--- config.mk ---
export PLATFORM = sky130hd
export DESIGN_NAME = ex_stage
export DESIGN_NICKNAME = d
export VERILOG_FILES = /design/src/rtl/ex_stage_pkg.sv /design/src/rtl/alu.sv /design/src/rtl/ex_stage_alu_control.sv /design/src/rtl/ex_stage.sv
export SDC_FILE = /design/constraint.sdc
export NUM_CORES = 1
export LEC_CHECK = 0
export CAP_MARGIN = 0
export CORE_UTILIZATION = 39
export CTS_BUF_LIST = sky130_fd_sc_hd__clkbuf_2 sky130_fd_sc_hd__clkbuf_4 sky130_fd_sc_hd__clkbuf_8
export CTS_CLUSTER_SIZE = 20
export DETAILED_ROUTE_END_ITERATION = 7
export PLACE_DENSITY = 0.65
export SYNTH_ARGS = -nofsm -noshare
export SYNTH_HDL_FRONTEND = slang
export SYNTH_SLANG_ARGS = --single-unit
--- constraint.sdc ---
create_clock -name clk -period 11.6 [get_ports clk]
set_input_delay 1.74 -clock clk [delete_from_list [all_inputs] [get_ports clk]]
set_output_delay 1.74 -clock clk [all_outputs]
set_load 0.02 [all_outputs]
--- src/rtl/ex_stage_pkg.sv ---
// Shared constants for the execute stage: ALU control codes and ALUOp encodings.
package ex_stage_pkg;

  localparam int XLEN_DEFAULT       = 64;
  localparam int REG_ADDR_W_DEFAULT = 5;

  // 4-bit ALU control codes understood by the ALU
  typedef enum logic [3:0] {
    ALU_ADD = 4'b0000,
    ALU_SUB = 4'b0001,
    ALU_AND = 4'b0010,
    ALU_OR  = 4'b0011
  } alu_ctrl_e;

  // ALUOp field produced by the main decoder
  typedef enum logic [1:0] {
    ALUOP_MEM    = 2'b00,
    ALUOP_BRANCH = 2'b01,
    ALUOP_RTYPE  = 2'b10,
    ALUOP_ITYPE  = 2'b11
  } alu_op_e;

  // funct3 values the decoder distinguishes
  localparam logic [2:0] F3_ADDSUB = 3'b000;
  localparam logic [2:0] F3_AND    = 3'b111;
  localparam logic [2:0] F3_OR     = 3'b110;

endpackage

--- src/rtl/alu.sv ---
// 64-bit ALU: add/sub/and/or with zero flag and signed overflow status.
module alu
  import ex_stage_pkg::*;
#(
  parameter int XLEN = XLEN_DEFAULT
) (
  input  logic [XLEN-1:0] a,
  input  logic [XLEN-1:0] b,
  input  logic [3:0]      Alu_control,
  output logic [XLEN-1:0] result,
  output logic            zero,
  output logic            overflow
);

  // Operation select; overflow is signed and only meaningful for add/sub
  always_comb begin
    result   = '0;
    overflow = 1'b0;
    case (Alu_control)
      ALU_ADD: begin
        result   = a + b;
        overflow = (a[XLEN-1] == b[XLEN-1]) && (result[XLEN-1] != a[XLEN-1]);
      end
      ALU_SUB: begin
        result   = a - b;
        overflow = (a[XLEN-1] != b[XLEN-1]) && (result[XLEN-1] != a[XLEN-1]);
      end
      ALU_AND: result = a & b;
      ALU_OR:  result = a | b;
      default: result = '0;
    endcase
  end

  assign zero = (result == '0);

endmodule

--- src/rtl/ex_stage_alu_control.sv ---
// Decodes ALUOp plus funct fields into the ALU control code.
module ex_stage_alu_control
  import ex_stage_pkg::*;
(
  input  logic [1:0] alu_op,
  input  logic [2:0] funct3,
  input  logic       funct7b5,
  output logic [3:0] alu_control
);

  // Unlisted funct3 combinations fall back to ADD
  always_comb begin
    alu_control = ALU_ADD;
    case (alu_op)
      ALUOP_MEM:    alu_control = ALU_ADD;
      ALUOP_BRANCH: alu_control = ALU_SUB;
      ALUOP_RTYPE: begin
        case (funct3)
          F3_ADDSUB: alu_control = funct7b5 ? ALU_SUB : ALU_ADD;
          F3_AND:    alu_control = ALU_AND;
          F3_OR:     alu_control = ALU_OR;
          default:   alu_control = ALU_ADD;
        endcase
      end
      ALUOP_ITYPE: begin
        case (funct3)
          F3_AND:  alu_control = ALU_AND;
          F3_OR:   alu_control = ALU_OR;
          default: alu_control = ALU_ADD;
        endcase
      end
      default: alu_control = ALU_ADD;
    endcase
  end

endmodule

--- src/rtl/ex_stage.sv ---
// Execute stage: operand forwarding, ALU drive, beq resolution, EX/MEM register.
module ex_stage
  import ex_stage_pkg::*;
#(
  parameter int XLEN       = XLEN_DEFAULT,
  parameter int REG_ADDR_W = REG_ADDR_W_DEFAULT
) (
  input  logic                  clk,
  input  logic                  reset,
  input  logic                  stall,
  input  logic                  flush,
  input  logic                  id_ex_valid,
  input  logic [XLEN-1:0]       id_ex_pc,
  input  logic [XLEN-1:0]       id_ex_rs1_data,
  input  logic [XLEN-1:0]       id_ex_rs2_data,
  input  logic [XLEN-1:0]       id_ex_imm,
  input  logic [REG_ADDR_W-1:0] id_ex_rs1,
  input  logic [REG_ADDR_W-1:0] id_ex_rs2,
  input  logic [REG_ADDR_W-1:0] id_ex_rd,
  input  logic [1:0]            id_ex_alu_op,
  input  logic [2:0]            id_ex_funct3,
  input  logic                  id_ex_funct7b5,
  input  logic                  id_ex_alu_src,
  input  logic                  id_ex_branch,
  input  logic                  id_ex_mem_read,
  input  logic                  id_ex_mem_write,
  input  logic                  id_ex_reg_write,
  input  logic                  id_ex_mem_to_reg,
  input  logic [REG_ADDR_W-1:0] fwd_mem_rd,
  input  logic                  fwd_mem_reg_write,
  input  logic [XLEN-1:0]       fwd_mem_data,
  input  logic [REG_ADDR_W-1:0] fwd_wb_rd,
  input  logic                  fwd_wb_reg_write,
  input  logic [XLEN-1:0]       fwd_wb_data,
  output logic                  ex_mem_valid,
  output logic                  ex_mem_mem_read,
  output logic                  ex_mem_mem_write,
  output logic                  ex_mem_reg_write,
  output logic                  ex_mem_mem_to_reg,
  output logic [XLEN-1:0]       ex_mem_alu_result,
  output logic [XLEN-1:0]       ex_mem_store_data,
  output logic [REG_ADDR_W-1:0] ex_mem_rd,
  output logic                  ex_mem_overflow,
  output logic                  ex_mem_branch_taken,
  output logic [XLEN-1:0]       ex_mem_branch_target
);

  typedef struct packed {
    logic                  valid;
    logic                  mem_read;
    logic                  mem_write;
    logic                  reg_write;
    logic                  mem_to_reg;
    logic                  overflow;
    logic                  branch_taken;
    logic [XLEN-1:0]       alu_result;
    logic [XLEN-1:0]       store_data;
    logic [REG_ADDR_W-1:0] rd;
    logic [XLEN-1:0]       branch_target;
  } ex_mem_t;

  // Operand index 0 is rs1, index 1 is rs2
  logic [REG_ADDR_W-1:0] rs_idx [2];
  logic [XLEN-1:0]       rs_reg [2];
  logic [XLEN-1:0]       rs_fwd [2];

  assign rs_idx[0] = id_ex_rs1;
  assign rs_idx[1] = id_ex_rs2;
  assign rs_reg[0] = id_ex_rs1_data;
  assign rs_reg[1] = id_ex_rs2_data;

  // x0 never forwards; the younger EX/MEM result wins over MEM/WB
  genvar gi;
  generate
    for (gi = 0; gi < 2; gi++) begin : g_fwd
      assign rs_fwd[gi] =
        (fwd_mem_reg_write && (fwd_mem_rd == rs_idx[gi]) && (rs_idx[gi] != '0)) ? fwd_mem_data :
        (fwd_wb_reg_write  && (fwd_wb_rd  == rs_idx[gi]) && (rs_idx[gi] != '0)) ? fwd_wb_data  :
        rs_reg[gi];
    end
  endgenerate

  logic [3:0]      alu_ctrl;
  logic [XLEN-1:0] alu_b;
  logic [XLEN-1:0] alu_result;
  logic            alu_zero;
  logic            alu_overflow;

  assign alu_b = id_ex_alu_src ? id_ex_imm : rs_fwd[1];

  ex_stage_alu_control u_alu_control (
    .alu_op      (id_ex_alu_op),
    .funct3      (id_ex_funct3),
    .funct7b5    (id_ex_funct7b5),
    .alu_control (alu_ctrl)
  );

  alu #(.XLEN(XLEN)) u_alu (
    .a           (rs_fwd[0]),
    .b           (alu_b),
    .Alu_control (alu_ctrl),
    .result      (alu_result),
    .zero        (alu_zero),
    .overflow    (alu_overflow)
  );

  ex_mem_t ex_mem_q;
  ex_mem_t ex_mem_d;

  // Next EX/MEM contents: flush beats stall; invalid instructions load as bubbles
  always_comb begin
    ex_mem_d = ex_mem_q;
    if (!stall || flush) begin
      ex_mem_d.alu_result    = alu_result;
      ex_mem_d.store_data    = rs_fwd[1];
      ex_mem_d.rd            = id_ex_rd;
      ex_mem_d.branch_target = id_ex_pc + (id_ex_imm << 1);
      if (flush || !id_ex_valid) begin
        ex_mem_d.valid        = 1'b0;
        ex_mem_d.mem_read     = 1'b0;
        ex_mem_d.mem_write    = 1'b0;
        ex_mem_d.reg_write    = 1'b0;
        ex_mem_d.mem_to_reg   = 1'b0;
        ex_mem_d.overflow     = 1'b0;
        ex_mem_d.branch_taken = 1'b0;
      end else begin
        ex_mem_d.valid        = 1'b1;
        ex_mem_d.mem_read     = id_ex_mem_read;
        ex_mem_d.mem_write    = id_ex_mem_write;
        ex_mem_d.reg_write    = id_ex_reg_write;
        ex_mem_d.mem_to_reg   = id_ex_mem_to_reg;
        ex_mem_d.overflow     = alu_overflow;
        ex_mem_d.branch_taken = id_ex_branch & alu_zero;
      end
    end
  end

  // EX/MEM pipeline register with synchronous clear
  always_ff @(posedge clk) begin
    if (reset) begin
      ex_mem_q <= '0;
    end else begin
      ex_mem_q <= ex_mem_d;
    end
  end

  assign ex_mem_valid         = ex_mem_q.valid;
  assign ex_mem_mem_read      = ex_mem_q.mem_read;
  assign ex_mem_mem_write     = ex_mem_q.mem_write;
  assign ex_mem_reg_write     = ex_mem_q.reg_write;
  assign ex_mem_mem_to_reg    = ex_mem_q.mem_to_reg;
  assign ex_mem_alu_result    = ex_mem_q.alu_result;
  assign ex_mem_store_data    = ex_mem_q.store_data;
  assign ex_mem_rd            = ex_mem_q.rd;
  assign ex_mem_overflow      = ex_mem_q.overflow;
  assign ex_mem_branch_taken  = ex_mem_q.branch_taken;
  assign ex_mem_branch_target = ex_mem_q.branch_target;

endmodule

==> flow_metrics.tcl, run 1 <==
set metrics [dict create \
    synth-xor-area-share 0.0289 \
    setup_slack_ns 2.76 \
    synth_edf_count 0 \
    cts-root-buf "clkbuf_8" \
    numCtsBuffers 44 \
    worst_pin_slew_ns 1.31 \
    synth_top_family_by_area "compound AO/OA/AOI/OAI gates" \
    seq_area_sq_mm 0.00408 \
    ant_nets 0 \
    max-cap-violations 0 \
    power_mw 3.82 \
    grt_pass1_wl_um 209000 \
    ys_top_cells_by_area "dfxtp_1 16%, ha_1 13%, a21oi_1 7.8%" \
    grt_max_degree 158 \
    ys_ff_latch 204 \
    post_cts_resized 0 \
    dieArea_sq_mm 0.0686 \
    criticalPathCategory "in -> reg" \
    synthMuxAreaShare 0.0809 \
    drt-wirelength-per-cell_um 28.3 \
    synth-main-ff-cell "dfxtp_1" \
    setup_viol 0 \
    rows 94 \
    die_y_um 262 \
    vias 32200 \
    syn_nets 4525 \
    path_clk_slew_ns 0.06 \
    layout-drive-gt1-share 0.0550 \
    dr.pass1.iters 8 \
    p_leak_nw 13.6 \
    tns_ns 0 \
    ctsLongestPathBuffers 3 \
    power_density_mw_per_mm2 112 \
    met1Wirelength_um 52900 \
    postCtsHoldBufs 0 \
    grt_overflow 0 \
    area_growth_pct 29.6 \
    rsz0062_at_grt "no" \
    fin_skew_ns 0 \
    antenna_found_initial 13 \
    slew_headroom 0.118 \
    critPathLaunchType "primary input" \
    drt-vias-per-instance 6.18 \
    n_fill_cell 6801 \
    max_freq_mhz 113 \
    port_buffers 631 \
    nNetsFinal 4995 \
    cts_htree_levels 2 \
    synth-warning-count 0 \
    drc 0 \
    maxUsedRoutingLayer "met4" \
    gp_congestion 1.04 \
    synth_simple_gate_area_share 0.223 \
    route.met3.wl_um 12600 \
    wirelength_um 147000 \
    async_reset_ff_frac 0 \
    synth_most_common_cell "nand2_1" \
    synth_largest_area_cell "dfxtp_1" \
    fp.dieW_um 262 \
    irDropWorstVdd_mv 0.0696 \
    syn_area_sq_mm 0.0263 \
    grt_usage 0.415 \
    stdcell_count 5205 \
    post_cts_buffers 0 \
    grt_pass1_vias 30900 \
    synth_compound_area_frac 0.314 \
    synth_cells 3824 \
    finalCritPeriodShare 0.762 \
    wl_met2_um 68000 \
    synth_top_area_frac 0.155 \
    boundaryPins 632 \
    outcome "complete, no violations" \
    dp_hpwl_um 117000 \
    synth_seq_area_share 0.155 \
    path_max_fanout 30 \
    hold_violations 0 \
    insertion_delay_ns 0.66 \
    cp.arrival_ns 9.47 \
    drt_iter0_drc 3093 \
    slew_viol_final 0 \
    cts_tree "built" \
    avgSynthCellArea_sq_um 6.89 \
    netlist-cell-type-count 100 \
    required_ns 12.23 \
    post-place-ws_ns 2.16 \
    cts.sinks 204 \
    start_util 0.397 \
    hold_class "reg -> reg" \
    crit_path_end_kind "flip-flop" \
    numPlacedInstances 5112 \
    min_period_ns 8.84 \
    synthTopCellsByCount "538 x nand2_1, 409 x a21oi_1, 343 x nor2_1, 288 x o21ai_0, 270 x ha_1" \
    core_area_sq_mm 0.0663 \
    synth_adder_area_share 0.131 \
    multiInputGateArea_sq_mm 0.0205 \
]
## worst paths after layout
| path | startpoint | endpoint | slack [ns] | cells after the start |
|---|---|---|---|---|
| setup / recovery | id_ex_rs2[1] | ex_mem_branch_taken$_SDFFE_PP0P_ | 2.76 | 24 |
| hold / removal | ex_mem_store_data[21]$_SDFFE_PP0P_ | ex_mem_store_data[21]$_SDFFE_PP0P_ | 0.45 | 2 |
| setup reg to reg | ex_mem_alu_result[37]$_SDFFE_PP0P_ | ex_mem_alu_result[37]$_SDFFE_PP0P_ | 10.72 | 2 |
| hold reg to reg | ex_mem_store_data[21]$_SDFFE_PP0P_ | ex_mem_store_data[21]$_SDFFE_PP0P_ | 0.45 | 2 |
## stage by stage
step	util	area (sq um)	hold slack, ns
CTS	0.514	34100	0.450
finish	0.515	34100	0.448
floorplan	-	26300	0.529
global placement	0.500	33200	0.438
detailed placement	0.500	33200	0.443
global route	0.515	34100	0.466
## metal layers
| layer | vias to the layer above | GRT usage |
|---|---|---|
| met3 | 524 | 0.0973 |
| met2 | 1773 | 0.699 |
| met4 | 0 | 0.339 |
| met5 | - | 0 |
| met1 | 15100 | 0.443 |
| li1 | 14800 | - |
## report_power, final
| group | switching, mW | internal [mW] |
|---|---|---|
| sequential | 0.0503 | 0.781 |
| clock | 0.422 | 0.474 |
| combinational | 1.30 | 0.784 |
| total | 1.78 | 2.04 |
## placed cells by master (no fill, tap or decap), types with 44 or more instances in the layout
master / count
a211oi_1: 82
a21o_1: 83
a21oi_1: 409
clkbuf_8: 52
clkdlybuf4s50_1: 628
dfxtp_1: 204
ha_1: 270
inv_1: 217
mux2_2: 63
mux2i_1: 142
nand2_1: 538
nand3_1: 44
nand4_1: 62
nor2_1: 342
nor3_1: 71
o21ai_0: 288
xnor2_1: 61
## area by class of cell
| type | instances | area share |
|---|---|---|
| multi-input combinational | 3150 | 0.601 |
| clock inverter | 21 | 0.00524 |
| antenna | 15 | 0.00110 |
| inverter | 224 | 0.0246 |
| tap | 864 | 0.0317 |
| sequential | 204 | 0.120 |
| clock buffer | 57 | 0.0221 |
| timing repair buffer | 670 | 0.195 |
## cells by family after synthesis
logic type | after synthesis
simple gates | 1294
flops | 204
buf+inv | 470
fa+ha+maj | 273
mux | 205
compound gates | 1291
xor+xnor | 87
## critical path: stages
cell and delay (ns):
clkdlybuf4s50_1 0.54, or4_1 0.14, nor2_1 0.06, nor4_2 0.34, buf_4 0.41, buf_4 0.48
buf_4 0.56, mux2i_1 0.25, o21ai_0 0.14, mux2_2 0.34, ha_1 0.68, clkinv_1 0.45
nor3_1 0.69, nand4_1 0.34, nor2b_1 0.18, and4_1 0.28, or2_1 0.17, a21boi_1 0.09
xnor2_1 0.17, a211oi_1 0.61, nor4bb_1 0.28, and4_1 0.27, nand4_1 0.10, nand2_1 0.09
(Power assumes the default switching activity.)
==> inputs of run 2 (changes only) <==
clock period = 8.75 ns   (was 11.6 ns; I/O delays follow)
==> run 2 against run 1 <==
  * Via count decreased by 0.29%
  * Sequential cell count unchanged
  * Clock power increased by 40%
  * Utilization increased by 0.57 points
  * Final cell count increased by 0.67%
  * Design area increased by 1.1%
  * Power increased by 35%
  * First-iteration DRC count decreased by 0.78%
  * Clock skew unchanged
  * Sequential share of layout area decreased by 0.13 points
  * Wire length decreased by 3.4%
  * Combinational power increased by 33%
  * Critical path type unchanged
==> flow_metrics.tcl, run 2 (synthesis gave the netlist of run 1 again) <==
set metrics [dict create \
    numCtsBuffers 44 \
    antenna_found_initial 14 \
    path_clk_slew_ns 0.06 \
    cts_tree "built" \
    numPlacedInstances 5149 \
    cts-root-buf "clkbuf_8" \
    cts_htree_levels 2 \
    path_cells "clkdlybuf4s50_1, or4_1, nor2_1, nor4_2, buf_12, buf_4, mux2i_1, o21ai_0, mux2_2, ha_1, clkinv_1, nor3_1, nand4_1, o221ai_1, or2_1, a21boi_1, xnor2_1, a211oi_1, nor4bb_1, and4_1, nand4_1, nand2_1" \
    area_growth_pct 31.1 \
    nNetsFinal 5032 \
    drt-vias-per-instance 6.12 \
    cts.sinks 204 \
    final_cell_mix "628 x clkdlybuf4s50_1, 538 x nand2_1, 409 x a21oi_1" \
    irDropWorstVdd_mv 0.100 \
    rsz0062_at_grt "no" \
    p_leak_nw 13.9 \
    dr.pass1.iters 8 \
    post_cts_buffers 0 \
    drt_iter0_drc 3069 \
    worst_pin_slew_ns 1.18 \
    finalCritPeriodShare 0.973 \
    power_density_mw_per_mm2 149 \
    fin_skew_ns 0 \
    required_ns 9.38 \
    grt_usage 0.399 \
    drt-wirelength-per-cell_um 27.1 \
    cp.arrival_ns 9.15 \
    drc 0 \
    final_common_cell "clkdlybuf4s50_1" \
    rows 94 \
    final_core_util 0.520 \
    tns_ns 0 \
    gp_congestion 1.05 \
    dp_hpwl_um 113000 \
    outcome "complete, no violations" \
    postCtsHoldBufs 0 \
    layout-drive-gt1-share 0.0637 \
    post_cts_resized 0 \
    hold_violations 0 \
    ctsLongestPathBuffers 3 \
    die_y_um 262 \
    cp_slowest_stage_delay_ns 0.74 \
    ant_nets 0 \
    dieArea_sq_mm 0.0686 \
    stdcell_count 5240 \
    slew_headroom 0.204 \
    power_mw 5.14 \
    n_fill_cell 6817 \
    critPathLaunchType "primary input" \
    setup_slack_ns 0.233 \
    grt_pass1_vias 30400 \
    crit_path_end_kind "flip-flop" \
    vias 32100 \
    max_freq_mhz 117 \
    min_period_ns 8.52 \
    start_util 0.397 \
    core_area_sq_mm 0.0663 \
    grt_overflow 0 \
    path_max_fanout 36 \
    cpMaxStageDelayCell "nor3_1" \
    post-place-ws_ns -0.130 \
    port_buffers 631 \
    insertion_delay_ns 0.66 \
    criticalPathCategory "in -> reg" \
    setup_viol 0 \
    grt_max_degree 158 \
    grt_pass1_wl_um 202000 \
    wirelength_um 142000 \
    fp.dieW_um 262 \
    slew_viol_final 0 \
    hold_class "reg -> reg" \
    max-cap-violations 0 \
    boundaryPins 632 \
    crit_top_cell "nand4_1" \
]
## run 2: final cells by class
| cell class | instances | area, sq um | share of cell area |
|---|---|---|---|
| repair buffers | 707 | 6970 | 0.202 |
| flip-flops and latches | 204 | 4080 | 0.118 |
| diodes | 10 | 25.0 | 0.000725 |
| multi-input cells | 3150 | 20500 | 0.594 |
| well taps | 864 | 1080 | 0.0313 |
| clock inverters | 19 | 199 | 0.00576 |
| inverters | 224 | 841 | 0.0244 |
| clock buffers | 62 | 810 | 0.0235 |
## run 2: critical path: cells and delay by family
family	cells	cell delay [ns]
multiplexers	2	0.51
AND/OR/NAND/NOR	10	2.70
adder cells (fa/ha/maj)	1	0.51
AO/OA/AOI/OAI	4	1.99
buffers and inverters	4	1.87
XOR/XNOR	1	0.16
## run 2: worst paths after layout
path                                      start                                 end  slack [ns]  cells after the start
max reg2reg  ex_mem_alu_result[28]$_SDFFE_PP0P_  ex_mem_alu_result[28]$_SDFFE_PP0P_        7.91                      2
max                                id_ex_rs2[3]    ex_mem_branch_taken$_SDFFE_PP0P_        0.23                     22
min reg2reg  ex_mem_store_data[19]$_SDFFE_PP0P_  ex_mem_store_data[19]$_SDFFE_PP0P_        0.45                      2
min          ex_mem_store_data[19]$_SDFFE_PP0P_  ex_mem_store_data[19]$_SDFFE_PP0P_        0.45                      2
## run 2: report_power, final
group	switching, mW	leakage (nW)	internal (mW)
clock	0.565	0.527	0.695
sequential	0.0654	1.69	1.04
combinational	1.71	11.6	1.07
## run 2: metal layers
metal	global-route usage	up-vias	share of wire
li1	-	14800	-
met1	0.430	15000	0.36
met2	0.662	1776	0.46
met3	0.0915	486	0.090
met4	0.340	6	0.094
met5	0	-	0.00027
## run 2: metrics by stage
stage / hold WS (ns) / area, sq um
after floorplan: 0.529 / 26300
after global placement: 0.438 / 33500
after detailed placement: 0.443 / 33500
after CTS: 0.451 / 34500
after global routing: 0.464 / 34500
final: 0.450 / 34500
